===== config.mk =====
export PLATFORM = sky130hd
export DESIGN_NAME = mtn_ctrl_flat
export DESIGN_NICKNAME = d
export VERILOG_FILES = /design/src/rtl/mtn_ctrl_if.sv /design/src/rtl/mtn_ctrl.sv /design/src/flat_wrapper.sv
export SDC_FILE = /design/constraint.sdc
export NUM_CORES = 1
export LEC_CHECK = 0
export ABC_AREA = 1
export BUFFER_PORTS_ARGS = -buffer_cell sky130_fd_sc_hd__buf_2
export CORE_UTILIZATION = 50
export CTS_CLUSTER_DIAMETER = 100
export DETAILED_ROUTE_END_ITERATION = 8
export GPL_TIMING_DRIVEN = 0
export PLACE_DENSITY = 0.75
export SYNTH_ARGS = -nofsm -noshare
export SYNTH_HDL_FRONTEND = slang
export SYNTH_SLANG_ARGS = --single-unit

===== constraint.sdc =====
create_clock -name clk -period 3 [get_ports clk]
set_input_delay 0.3 -clock clk [delete_from_list [all_inputs] [get_ports clk]]
set_output_delay 0.3 -clock clk [all_outputs]
set_load 0.02 [all_outputs]

===== src/rtl/mtn_ctrl_if.sv =====
// Motion-controller command/heading bus.
// The master side (the sequencer that drives the controller) issues go/stp
// and heading samples; the slave side (mtn_ctrl) returns the heading error
// and the PID drive commands.
interface mtn_ctrl_if;
    logic               go;
    logic               stp;
    logic signed [11:0] dsrd_hdng;
    logic signed [11:0] actl_hdng;
    logic               hdng_vld;
    logic signed [11:0] err;
    logic               err_vld;
    logic               moving;
    logic        [9:0]  frwrd;
    logic               at_hdng;
    logic               tmo_err;

    modport master (
        output go, stp, dsrd_hdng, actl_hdng, hdng_vld,
        input  err, err_vld, moving, frwrd, at_hdng, tmo_err
    );

    modport slave (
        input  go, stp, dsrd_hdng, actl_hdng, hdng_vld,
        output err, err_vld, moving, frwrd, at_hdng, tmo_err
    );
endinterface


===== src/rtl/mtn_ctrl.sv =====
// Motion controller: ramps a forward-speed command up to cruise and back down
// on go/stp requests, and turns heading samples into a PID error strobe.
// Optional feature: define HDNG_TMO_EN to add a heading-sample watchdog that
// forces a ramp-down (and raises a sticky tmo_err) when no heading sample
// arrives for TMO_CYC clocks while moving.
module mtn_ctrl #(
    parameter logic [9:0]  RAMP_INC = 10'd16,
    parameter int          RAMP_DIV = 6,
    parameter logic [9:0]  MAX_SPD  = 10'h2A0,
    parameter logic [11:0] AT_THR   = 12'd32,
    parameter logic [15:0] TMO_CYC  = 16'd50000
) (
    input  logic      clk,
    input  logic      rst_n,
    mtn_ctrl_if.slave bus
);

    typedef enum logic [1:0] {
        IDLE    = 2'd0,
        RAMP_UP = 2'd1,
        CRUISE  = 2'd2,
        RAMP_DN = 2'd3
    } state_t;

    state_t              r_state;
    state_t              w_nxt_state;
    logic [RAMP_DIV-1:0] r_presc;
    logic [9:0]          r_frwrd;
    logic [9:0]          w_nxt_frwrd;
    logic                r_moving;
    logic signed [11:0]  r_err;
    logic                r_err_vld;
    logic                r_at_hdng;
    logic                w_tick;
    logic                w_go_idle;
    logic                w_tmo_hit;
    logic                w_tmo_lock;
    logic [10:0]         w_up_sum;
    logic [11:0]         w_diff;
    logic [12:0]         w_mag;

    // A ramp tick is the cycle on which the prescaler is about to wrap to 0.
    assign w_tick    = (r_presc == {RAMP_DIV{1'b1}});
    assign w_go_idle = (r_state == IDLE) && bus.go && !bus.stp;

    // 11-bit sum so the step past MAX_SPD cannot wrap before clamping.
    assign w_up_sum  = {1'b0, r_frwrd} + {1'b0, RAMP_INC};

    // Heading error wraps modulo 2^12; the magnitude is one bit wider so
    // that 12'h800 comes out as 2048 instead of folding back negative.
    assign w_diff = bus.dsrd_hdng - bus.actl_hdng;
    assign w_mag  = w_diff[11] ? (~{1'b1, w_diff} + 13'd1) : {1'b0, w_diff};

`ifdef HDNG_TMO_EN
    logic [15:0] r_tmo_cnt;
    logic        r_tmo_err;

    assign w_tmo_hit  = (r_state != IDLE) && (r_tmo_cnt == TMO_CYC);
    assign w_tmo_lock = r_tmo_err;
    assign bus.tmo_err = r_tmo_err;

    // Watchdog: counts moving cycles since the last heading sample and parks
    // at the limit so the timeout cannot re-trigger by wrapping around.
    always_ff @(posedge clk or negedge rst_n) begin
        if (!rst_n) begin
            r_tmo_cnt <= 16'd0;
        end else if ((r_state == IDLE) || bus.hdng_vld) begin
            r_tmo_cnt <= 16'd0;
        end else if (r_moving && (r_tmo_cnt != TMO_CYC)) begin
            r_tmo_cnt <= r_tmo_cnt + 16'd1;
        end
    end

    // Sticky timeout flag, only cleared by a fresh start from IDLE.
    always_ff @(posedge clk or negedge rst_n) begin
        if (!rst_n) begin
            r_tmo_err <= 1'b0;
        end else if (w_tmo_hit) begin
            r_tmo_err <= 1'b1;
        end else if (w_go_idle) begin
            r_tmo_err <= 1'b0;
        end
    end
`else
    // No watchdog in this build; the limit is folded into a constant-false
    // term so the parameter list stays the same in both builds.
    assign w_tmo_hit   = (TMO_CYC == 16'd0) && 1'b0;
    assign w_tmo_lock  = 1'b0;
    assign bus.tmo_err = 1'b0;
`endif

    // Next-state and next-speed decision; stp always beats go.
    always_comb begin
        w_nxt_state = r_state;
        w_nxt_frwrd = r_frwrd;
        case (r_state)
            IDLE: begin
                w_nxt_frwrd = 10'd0;
                if (bus.go && !bus.stp) begin
                    w_nxt_state = RAMP_UP;
                end
            end
            RAMP_UP: begin
                if (bus.stp || w_tmo_hit) begin
                    w_nxt_state = RAMP_DN;
                end else if (w_tick) begin
                    if (w_up_sum >= {1'b0, MAX_SPD}) begin
                        w_nxt_frwrd = MAX_SPD;
                        w_nxt_state = CRUISE;
                    end else begin
                        w_nxt_frwrd = w_up_sum[9:0];
                    end
                end
            end
            CRUISE: begin
                w_nxt_frwrd = MAX_SPD;
                if (bus.stp || w_tmo_hit) begin
                    w_nxt_state = RAMP_DN;
                end
            end
            RAMP_DN: begin
                if (bus.go && !bus.stp && !w_tmo_lock && !w_tmo_hit) begin
                    w_nxt_state = RAMP_UP;
                end else if (w_tick) begin
                    if (r_frwrd <= RAMP_INC) begin
                        w_nxt_frwrd = 10'd0;
                        w_nxt_state = IDLE;
                    end else begin
                        w_nxt_frwrd = r_frwrd - RAMP_INC;
                    end
                end
            end
            default: begin
                w_nxt_state = IDLE;
                w_nxt_frwrd = 10'd0;
            end
        endcase
    end

    // State, speed and moving registers; moving follows the state it enters.
    always_ff @(posedge clk or negedge rst_n) begin
        if (!rst_n) begin
            r_state  <= IDLE;
            r_frwrd  <= 10'd0;
            r_moving <= 1'b0;
        end else begin
            r_state  <= w_nxt_state;
            r_frwrd  <= w_nxt_frwrd;
            r_moving <= (w_nxt_state != IDLE);
        end
    end

    // Ramp prescaler restarts on every state change so each ramp phase gets
    // a full tick period before its first step.
    always_ff @(posedge clk or negedge rst_n) begin
        if (!rst_n) begin
            r_presc <= '0;
        end else if (w_nxt_state != r_state) begin
            r_presc <= '0;
        end else begin
            r_presc <= r_presc + RAMP_DIV'(1);
        end
    end

    // Heading error, its at-heading flag and the PID strobe (only when moving).
    always_ff @(posedge clk or negedge rst_n) begin
        if (!rst_n) begin
            r_err     <= 12'sd0;
            r_at_hdng <= 1'b0;
            r_err_vld <= 1'b0;
        end else begin
            if (bus.hdng_vld) begin
                r_err     <= w_diff;
                r_at_hdng <= (w_mag < {1'b0, AT_THR});
            end
            r_err_vld <= bus.hdng_vld && r_moving;
        end
    end

    assign bus.err     = r_err;
    assign bus.err_vld = r_err_vld;
    assign bus.moving  = r_moving;
    assign bus.frwrd   = r_frwrd;
    assign bus.at_hdng = r_at_hdng;

endmodule

===== src/flat_wrapper.sv =====
// flat-port wrapper written by rule: the top's interface ports become plain ports
module mtn_ctrl_flat 
#(
    parameter logic [9:0]  RAMP_INC = 10'd16,
    parameter int          RAMP_DIV = 6,
    parameter logic [9:0]  MAX_SPD  = 10'h2A0,
    parameter logic [11:0] AT_THR   = 12'd32,
    parameter logic [15:0] TMO_CYC  = 16'd50000
)
  (clk, rst_n, bus_go, bus_stp, bus_dsrd_hdng, bus_actl_hdng, bus_hdng_vld, bus_err, bus_err_vld, bus_moving, bus_frwrd, bus_at_hdng, bus_tmo_err);
  mtn_ctrl_if bus_i ();
  input  logic clk;
  input  logic rst_n;
  input wire logic [$bits(bus_i.go)-1:0] bus_go;
  input wire logic [$bits(bus_i.stp)-1:0] bus_stp;
  input wire logic [$bits(bus_i.dsrd_hdng)-1:0] bus_dsrd_hdng;
  input wire logic [$bits(bus_i.actl_hdng)-1:0] bus_actl_hdng;
  input wire logic [$bits(bus_i.hdng_vld)-1:0] bus_hdng_vld;
  output wire logic [$bits(bus_i.err)-1:0] bus_err;
  output wire logic [$bits(bus_i.err_vld)-1:0] bus_err_vld;
  output wire logic [$bits(bus_i.moving)-1:0] bus_moving;
  output wire logic [$bits(bus_i.frwrd)-1:0] bus_frwrd;
  output wire logic [$bits(bus_i.at_hdng)-1:0] bus_at_hdng;
  output wire logic [$bits(bus_i.tmo_err)-1:0] bus_tmo_err;
  assign bus_i.go = bus_go;
  assign bus_i.stp = bus_stp;
  assign bus_i.dsrd_hdng = bus_dsrd_hdng;
  assign bus_i.actl_hdng = bus_actl_hdng;
  assign bus_i.hdng_vld = bus_hdng_vld;
  assign bus_err = bus_i.err;
  assign bus_err_vld = bus_i.err_vld;
  assign bus_moving = bus_i.moving;
  assign bus_frwrd = bus_i.frwrd;
  assign bus_at_hdng = bus_i.at_hdng;
  assign bus_tmo_err = bus_i.tmo_err;
  mtn_ctrl #(.RAMP_INC(RAMP_INC), .RAMP_DIV(RAMP_DIV), .MAX_SPD(MAX_SPD), .AT_THR(AT_THR), .TMO_CYC(TMO_CYC)) u_core (.clk(clk), .rst_n(rst_n), .bus(bus_i));
endmodule

==> flow_metrics.py, run 1 <==
metrics = {
    "run_status": {
        "outcome": "complete, but fails checks",
        "violations": "design-rule violations",
    },
    "power": {
        "internal_power_mw": 1.07,
        "p_total_mw": 2.06,
        "ir_drop_uv": 333,
        "combPwrFrac": 0.545,
        "p_leak_nw": 1.61,
        "power_density_nw_per_um2": 730,
        "switchingPower_mw": 0.984,
        "clockPowerShare": 0.157,
        "seq_power_share": 0.299,
        "switching_share": 0.479,
    },
    "timing": {
        "hold-worst-slack_ns": 0.0354,
        "rsz0062_at_grt": "no",
        "timing.final.crit_share": 0.658,
        "worst_pin_slew_ns": 0.653,
        "max_freq_mhz": 507,
        "finalHoldViolCount": 0,
        "min_period_ns": 1.97,
        "fin_skew_ns": 0.0112,
        "setup-tns-final_ns": 0,
        "maxSlewHeadroom": 0.565,
        "maxSlewViolCount": 0,
        "setup_viol": 0,
    },
    "synthesis": {
        "syn_area_sq_um": 2410,
        "ys_warn_count": 0,
        "synth_top_cells_by_count": "nand2_1, inv_1, dfrtp_1, nor2_1, nand3_1",
        "ys_top_cells_by_area": "dfrtp_1, nand2_1, inv_1",
        "synth_ff_type": "dfrtp_1",
        "synth-seq-cells": 29,
        "yosysSeqAreaShare": 0.302,
        "synth_cells": 351,
        "synth_top_cell_by_area": "dfrtp_1",
        "syn_avg_cell_area_sq_um": 6.85,
        "yosysMostFrequentCell": "nand2_1",
        "netlist.area_leader.share": 0.302,
        "ys_async_sr_fraction": 1.00,
        "synth_edf_count": 0,
        "yosysUniqueCellTypes": 36,
    },
    "clock_network": {
        "clock_sinks": 29,
        "cts.path.max_buffers": 2,
        "root_buffer": "clkbuf_8",
        "ctsHoldBuffers": 0,
        "htree_num_levels": 2,
        "clk_pin_slew_worst_paths_ns": 0.06,
        "numCtsBuffers": 5,
        "cts_resized": 0,
        "cts_tree": "built",
        "clock_latency_ns": 0.29,
        "postCtsSetupBuffers": 0,
    },
    "routing": {
        "wl_met2_microns": 2240,
        "vias": 2344,
        "top_layer": "met4",
        "drt_wl_total_microns": 5110,
        "drc": 4,
        "met3_length_microns": 300,
        "ant_nets": 0,
        "vias_per_cell": 5.06,
        "first_pass_iters": 7,
        "met1_length_microns": 2510,
        "initialDrtViolationCount": 173,
        "wl_per_cell_microns": 11.0,
    },
    "die": {
        "rows": 24,
        "ios": 55,
        "die_w_microns": 71.4,
        "die_height_microns": 71.4,
        "start_util": 0.538,
        "die_area_sq_um": 5090,
        "core_area_sq_um": 4470,
    },
    "layout": {
        "antenna_cells": 0,
        "areaGrowthSynthToFinish_pct": 17.1,
        "nets": 456,
        "drive_gt1_frac": 0.214,
    },
    "place": {
        "dpl.hpwl_microns": 4080,
        "io_buffers": 49,
        "gp_congestion": 0.873,
    },
    "grt": {
        "grt_pass1_vias": 2132,
        "overflow": 0,
        "track_usage": 0.228,
        "antenna_found_initial": 0,
        "grt_max_degree": 30,
        "grt_first_pass_wirelength_microns": 9090,
    },
    "critical_path": {
        "crit_arrival_ns": 2.19,
        "start_kind": "register",
        "path_cells": "inv_1 -> ha_1 -> or2_1 -> nand4_1 -> nand3_1 -> nand3_1 -> a21boi_2 -> nand2_4 -> nor2_2",
        "crit_fanout": 7,
        "crit_path_max_incr_delay_ns": 0.51,
        "path_common_cell": "nand3_1",
        "end_kind": "register",
        "critical_path_class": "reg2reg",
        "critPathRequiredTime_ns": 3.21,
        "crit_slowest_cell": "dfrtp_1",
    },
    "min_path": {
        "min_path_type": "in2async",
    },
    "flow_run": {
        "drv_cap": 0,
    },
}
## power groups by stage
stage	registers, mW	clock network (mW)	logic, mW
final	0.614	0.322	1.12
after global routing	0.628	0.351	1.28
after CTS	0.611	0.331	1.13
after detailed placement	0.617	0	1.12
after global placement	0.615	0	1.09
after floorplan	0.683	0	0.779
## state kept, by name, summed over array words and instances (netlist names)
| register | flops |
|---|---|
| u_core.r_state | 2 |
| u_core.bus.at_hdng | 1 |
| u_core.r_presc | 6 |
| u_core.bus.err | 12 |
| u_core.bus.moving | 1 |
| u_core.bus.err_vld | 1 |
| u_core.bus.frwrd | 6 |
## worst paths after layout
check | start | end | slack (ns) | depth (start not counted)
max reg2reg | u_core.bus.frwrd[4] | u_core.r_presc[3] | 1.03 | 9
max | u_core.bus.frwrd[4] | u_core.r_presc[3] | 1.03 | 9
min reg2reg | u_core.bus.moving | u_core.bus.err_vld | 0.44 | 2
min in group clk | bus_hdng_vld | u_core.bus.err_vld | 0.30 | 3
max in group asynchronous | rst_n | u_core.r_presc[1] | 2.53 | 1
min | rst_n | u_core.bus.frwrd[9] | 0.04 | 1
## layer usage
layer	up-vias	global-route usage
li1	1211	-
met1	1059	0.307
met4	0	0.0689
met3	9	0.0661
met2	65	0.358
met5	-	0
## worst max-delay path: cells and delay by family, from the launching register on
| family | cells | cell delay [ns] |
|---|---|---|
| and+or+nand+nor | 6 | 0.79 |
| DFF | 1 | 0.51 |
| adders and majority gates | 1 | 0.26 |
| AOI/OAI and AO/OA | 1 | 0.21 |
| buffers and inverters | 1 | 0.13 |
## logic make-up after synthesis
kind of cell,count (synthesis),synth area share
buf+inv,73,0.125
fa+ha+maj,16,0.0863
flops,29,0.302
simple gates,187,0.358
other cells,1,0.00156
compound gates,34,0.0874
xor+xnor,11,0.0400
## cell type report
cell class                 count  area [sq um]
multi-input combinational    253          1400
clock buffer                   7          86.3
timing repair buffer          49           245
buffer                         8          56.3
tap                           52          65.1
sequential                    29           726
fill                         427          1660
inverter                      65           244
## stage by stage
step | setup slack [ns] | instance area (sq um) | util | instances
4_1_cts | 1.05 | 2820 | 0.630 | 463
2_1_floorplan | 1.17 | 2420 | - | 355
3_5_place_dp | 0.873 | 2730 | 0.610 | 456
5_1_grt | 0.909 | 2820 | 0.630 | 463
3_3_place_gp | 0.905 | 2730 | 0.610 | 456
6_report | 1.03 | 2820 | 0.630 | 463
## placed cells by master (no fill, tap or decap), types with 7 or more instances in the layout
cell type,instances
nand2_1,103
inv_1,61
buf_2,49
dfrtp_1,29
nor2_1,27
nand3_1,24
ha_1,15
o21ai_0,14
xor2_1,8
nand4_1,8
nor2_2,7
a21oi_1,7
Note: power is estimated with default switching activity, not from simulation.
==> run 2, diff against run 1 <==
--- a/config.mk
+++ b/config.mk
@@ -7,11 +7,11 @@
 export LEC_CHECK = 0
 export ABC_AREA = 1
 export BUFFER_PORTS_ARGS = -buffer_cell sky130_fd_sc_hd__buf_2
-export CORE_UTILIZATION = 50
+export CORE_UTILIZATION = 49
 export CTS_CLUSTER_DIAMETER = 100
 export DETAILED_ROUTE_END_ITERATION = 8
 export GPL_TIMING_DRIVEN = 0
-export PLACE_DENSITY = 0.75
+export PLACE_DENSITY = 0.76
 export SYNTH_ARGS = -nofsm -noshare
 export SYNTH_HDL_FRONTEND = slang
 export SYNTH_SLANG_ARGS = --single-unit
==> constraint.sdc (replaced) <==
create_clock -name clk -period 1.75 [get_ports clk]
set_input_delay 0.175 -clock clk [delete_from_list [all_inputs] [get_ports clk]]
set_output_delay 0.175 -clock clk [all_outputs]
set_load 0.02 [all_outputs]
==> run 2 against run 1 <==
Net effect:
- the run ends with negative setup slack left
- power grew 93%
- sequential power is 78% higher
- combinational power rose by 110%
- maximum frequency increased by 6.0%
- critical path depth increased by 1
- first-iteration DRC count increased by 13%
- register-to-register slack lost 1.1 ns
- hold slack better by 0.15 ns
- largest cell class unchanged
- highest routed layer unchanged
==> flow_metrics.py, run 2 (same netlist as run 1, synthesis figures left out) <==
metrics = {
    "routing": {
        "first_pass_iters": 4,
        "ant_nets": 0,
        "wl_met2_microns": 2370,
        "vias": 2354,
        "met1_length_microns": 2600,
        "drt_wl_total_microns": 5290,
        "drc": 0,
        "top_layer": "met4",
        "initialDrtViolationCount": 195,
        "vias_per_cell": 4.82,
        "wl_per_cell_microns": 10.8,
        "met3_length_microns": 270,
    },
    "clock_network": {
        "root_buffer": "clkbuf_8",
        "cts.path.max_buffers": 2,
        "htree_num_levels": 2,
        "clock_sinks": 29,
        "cts_tree": "built",
        "clk_pin_slew_worst_paths_ns": 0.07,
        "numCtsBuffers": 5,
        "clock_latency_ns": 0.28,
    },
    "power": {
        "switching_share": 0.486,
        "seq_power_share": 0.275,
        "p_leak_nw": 1.67,
        "internal_power_mw": 2.04,
        "switchingPower_mw": 1.93,
        "clockPowerShare": 0.147,
        "power_density_nw_per_um2": 1290,
        "combPwrFrac": 0.578,
        "ir_drop_uv": 577,
    },
    "die": {
        "ios": 55,
        "die_area_sq_um": 5190,
        "die_w_microns": 72.1,
        "rows": 25,
        "start_util": 0.509,
        "core_area_sq_um": 4720,
        "die_height_microns": 72.1,
    },
    "timing": {
        "finalHoldViolCount": 0,
        "maxSlewViolCount": 0,
        "timing.final.crit_share": 1.06,
        "maxSlewHeadroom": 0.572,
        "min_period_ns": 1.86,
        "rsz0062_at_grt": "yes",
        "fin_ws_ns": -0.110,
        "fin_skew_ns": 0.00440,
        "worst_pin_slew_ns": 0.641,
        "setup_viol": 6,
        "max_freq_mhz": 538,
    },
    "layout": {
        "final-instance-count-excl-fill": 488,
        "areaGrowthSynthToFinish_pct": 27.9,
        "final_cell_area_sq_um": 3080,
        "final_common_cell": "nand2_1",
        "fillCellCount": 409,
        "nets": 465,
        "multi_input_area_sq_um": 1550,
        "largest_register_ffs": 12,
        "final_cell_mix": "nand2_1, inv_1, buf_2",
        "drive_gt1_frac": 0.283,
        "antenna_cells": 0,
        "ff_latch_area_sq_um": 729,
    },
    "grt": {
        "overflow": 0,
        "grt_first_pass_wirelength_microns": 8380,
        "grt_max_degree": 30,
        "track_usage": 0.203,
        "antenna_found_initial": 0,
        "grt_pass1_vias": 1943,
    },
    "critical_path": {
        "crit-reg2reg-launch": "u_core.bus.frwrd[4]",
        "critPathRequiredTime_ns": 1.95,
        "end_kind": "register",
        "regToRegSetupSlack_ns": -0.11,
        "worstSetupEndpoint": "u_core.r_presc[2]",
        "start_kind": "register",
        "critical_path_class": "reg2reg",
        "cp-startpoint": "u_core.bus.frwrd[4]",
        "r2r_cells": 10,
        "r2r_end": "u_core.r_presc[2]",
        "crit_fanout": 6,
        "crit_arrival_ns": 2.06,
    },
    "min_path": {
        "min_path_type": "in2reg",
    },
    "place": {
        "io_buffers": 49,
        "dpl.hpwl_microns": 3860,
        "gp_congestion": 0.851,
        "dp_cells": 471,
        "placed_cell_area_sq_um": 2750,
        "pre_cts_ws_ns": -0.269,
    },
    "run_status": {
        "outcome": "complete, but fails checks",
        "violations": "negative setup slack",
    },
    "flow_run": {
        "drv_cap": 0,
    },
}
[run 2: how the worst min path moves through the flow]
stage	cells after the start	startpoint	slack, ns	to
global placement	1	rst_n	0.23	u_core.bus.frwrd[9]
CTS	3	bus_hdng_vld	0.17	u_core.bus.err_vld
floorplan	0	rst_n	-0.12	u_core.bus.at_hdng
finish	3	bus_hdng_vld	0.18	u_core.bus.err_vld
global route	3	bus_hdng_vld	0.19	u_core.bus.err_vld
detailed placement	1	rst_n	0.23	u_core.bus.frwrd[9]
[run 2: power by group through the flow]
| stage | clock network [mW] | logic (mW) | registers (mW) |
|---|---|---|---|
| after CTS | 0.600 | 2.01 | 1.04 |
| final | 0.583 | 2.30 | 1.09 |
| after detailed placement | 0 | 1.90 | 1.06 |
| after global placement | 0 | 1.86 | 1.06 |
| after floorplan | 0 | 1.34 | 1.18 |
| after global routing | 0.640 | 2.53 | 1.11 |
[run 2: critical path, stage by stage (launching register included)]
cell      delay (ns)
dfrtp_2         0.49
ha_4            0.21
nand3_4         0.10
nand2_2         0.06
o21ai_2         0.16
o31ai_4         0.11
nand3_2         0.11
nand3_2         0.09
a21boi_4        0.21
nand2_8         0.10
nor2_2          0.13
[run 2: layout make-up]
| type | instances | area share |
|---|---|---|
| Multi-Input combinational cell | 253 | 0.504 |
| Sequential cell | 29 | 0.237 |
| Clock inverter | 2 | 0.00447 |
| Timing Repair Buffer | 58 | 0.102 |
| Tap cell | 67 | 0.0272 |
| Inverter | 65 | 0.0801 |
| Buffer | 8 | 0.0183 |
| Clock buffer | 6 | 0.0268 |
[run 2: layer usage]
metal | up-vias | GRT usage
met5 | - | 0
met4 | 0 | 0.0719
met3 | 6 | 0.0347
met2 | 86 | 0.301
met1 | 1027 | 0.298
li1 | 1235 | -
[run 2: through the flow]
step / total power, mW / hold slack (ns) / setup TNS, ns / util
CTS: 3.64 / 0.169 / 0 / 0.614
global placement: 2.92 / 0.227 / -0.493 / 0.583
detailed placement: 2.96 / 0.231 / -0.724 / 0.583
finish: 3.97 / 0.181 / -0.370 / 0.652
floorplan: 2.51 / -0.121 / 0 / -
global route: 4.28 / 0.195 / -1.01 / 0.652
[run 2: repair_timing]
action	in CTS	in global routing
gates cloned	0	0
setup buffers	2	6
gates resized for setup	6	27
setup endpoints to repair	7	14
hold buffers	1	0
pin swaps	1	13
hold endpoints to repair	29	0
==> run 3, diff against run 2 <==
--- a/config.mk
+++ b/config.mk
@@ -7,6 +7,7 @@
 export LEC_CHECK = 0
 export ABC_AREA = 1
 export BUFFER_PORTS_ARGS = -buffer_cell sky130_fd_sc_hd__buf_2
+export CORE_ASPECT_RATIO = 0.9
 export CORE_UTILIZATION = 49
 export CTS_CLUSTER_DIAMETER = 100
 export DETAILED_ROUTE_END_ITERATION = 8
==> run 3 against run 2 <==
Net effect:
- the flow still finishes with violations (negative setup slack)
- hold slack better by 0.0066 ns
- maximum frequency increased by 3.8%
- first-iteration DRC count is 19% lower
- design area decreased by 0.53%
- sequential power is essentially flat
- cell count down 1.0%
- routed wire length rose by 6.6%
- register-to-register slack improved by 0.07 ns
- via count increased by 2.5%
- die area is essentially flat
- count of clock-buffer cells in the layout grew 2
- critical path type unchanged
==> flow_metrics.py, run 3 (same netlist as run 1, synthesis figures left out) <==
metrics = {
    "flow_run": {
        "drv_cap": 0,
    },
    "clock_network": {
        "clock_latency_ns": 0.28,
        "clock_sinks": 29,
        "cts.path.max_buffers": 2,
        "htree_num_levels": 2,
        "cts_tree": "built",
        "clk_pin_slew_worst_paths_ns": 0.06,
        "root_buffer": "clkbuf_8",
        "numCtsBuffers": 5,
    },
    "grt": {
        "grt_max_degree": 30,
        "antenna_found_initial": 0,
        "grt_pass1_vias": 2121,
        "grt_first_pass_wirelength_microns": 8820,
        "track_usage": 0.226,
        "overflow": 0,
    },
    "timing": {
        "max_freq_mhz": 558,
        "fin_skew_ns": 0.00707,
        "setup_viol": 7,
        "maxSlewHeadroom": 0.564,
        "timing.final.crit_share": 1.02,
        "rsz0062_at_grt": "yes",
        "finalHoldViolCount": 0,
        "fin_ws_ns": -0.0417,
        "min_period_ns": 1.79,
        "worst_pin_slew_ns": 0.654,
        "maxSlewViolCount": 0,
    },
    "power": {
        "p_leak_nw": 1.67,
        "power_density_nw_per_um2": 1330,
        "ir_drop_uv": 693,
    },
    "place": {
        "dp_cells": 466,
        "dpl.hpwl_microns": 4200,
        "gp_congestion": 0.916,
        "pre_cts_ws_ns": -0.261,
        "io_buffers": 49,
        "placed_cell_area_sq_um": 2750,
    },
    "routing": {
        "ant_nets": 0,
        "drc": 0,
        "vias_per_cell": 5.00,
        "drt_wl_total_microns": 5640,
        "initialDrtViolationCount": 157,
        "wl_per_cell_microns": 11.7,
        "vias": 2414,
        "first_pass_iters": 4,
    },
    "die": {
        "ios": 55,
        "rows": 23,
        "die_area_sq_um": 5200,
        "start_util": 0.526,
        "die_w_microns": 75.9,
        "core_area_sq_um": 4580,
        "die_height_microns": 68.5,
    },
    "layout": {
        "fillCellCount": 389,
        "largest_register_ffs": 12,
        "multi_input_area_sq_um": 1550,
        "final_common_cell": "nand2_1",
        "nets": 465,
        "final_core_util": 0.669,
        "ff_latch_area_sq_um": 729,
        "areaGrowthSynthToFinish_pct": 27.2,
        "antenna_cells": 0,
        "final_cell_area_sq_um": 3060,
        "final_cell_mix": "nand2_1, inv_1, buf_2",
        "drive_gt1_frac": 0.283,
        "final-instance-count-excl-fill": 483,
    },
    "run_status": {
        "outcome": "complete, but fails checks",
        "violations": "negative setup slack",
    },
    "min_path": {
        "min_from": "bus_hdng_vld",
        "min_path_type": "in2reg",
    },
    "critical_path": {
        "cp-startpoint": "u_core.bus.frwrd[4]",
        "critPathRequiredTime_ns": 1.92,
        "crit_arrival_ns": 1.96,
        "start_kind": "register",
        "crit-reg2reg-launch": "u_core.bus.frwrd[4]",
        "regToRegSetupSlack_ns": -0.04,
        "crit_fanout": 4,
        "critical_path_class": "reg2reg",
        "end_kind": "register",
    },
}
[run 3: worst max-delay path, stage by stage (launching register included)]
cell	delay (ns)
dfrtp_2	0.44
buf_4	0.17
nand4_4	0.14
o31ai_4	0.30
nand2_2	0.12
inv_2	0.11
nor2_4	0.06
buf_4	0.13
o211ai_2	0.13
o21ai_1	0.08
[run 3: area by class of cell]
type | count | area share
sequential | 29 | 0.238
buffer | 8 | 0.0184
clock buffer | 8 | 0.0294
inverter | 65 | 0.0797
timing repair buffer | 58 | 0.103
multi-input combinational | 253 | 0.506
tap | 62 | 0.0253
[run 3: path summary, 6_finish.rpt]
kind / endpoint / cells after the start
hold reg to reg: u_core.bus.err_vld / 2
setup / recovery: u_core.bus.frwrd[4] / 9
setup reg to reg: u_core.bus.frwrd[4] / 9
min in group asynchronous: u_core.bus.err[2] / 2
max in group asynchronous: u_core.r_state[1] / 2
hold / removal: u_core.bus.err_vld / 3
[run 3: where the power goes]
group          switching, mW  total, mW  internal [mW]
Clock                  0.242      0.562          0.320
Combinational           1.48       2.41          0.928
Sequential             0.243       1.09          0.849
[run 3: routing by layer]
metal	vias up	track usage	wire [microns]
met4	0	0.0718	157
met3	19	0.0604	328
met5	-	0	0
met1	1076	0.291	2680
met2	82	0.369	2480
li1	1237	-	-
[run 3: metrics by stage]
| step | hold WS, ns | TNS, ns | total power, mW |
|---|---|---|---|
| 6_report | 0.187 | -0.134 | 4.06 |
| 5_1_grt | 0.198 | -0.826 | 4.35 |
| 4_1_cts | 0.173 | 0 | 3.67 |
| 3_5_place_dp | 0.238 | -0.826 | 2.98 |
| 3_3_place_gp | 0.228 | -0.485 | 2.93 |
| 2_1_floorplan | -0.121 | 0 | 2.51 |
[run 3: repair_timing]
action,4_1_cts,5_1_grt
setup buffers,2,6
endpoints found under the hold margin,29,0
resized for setup,8,25
hold buffers,1,0
endpoints found under the setup margin,11,14
pin swaps,2,12
cloned,0,0
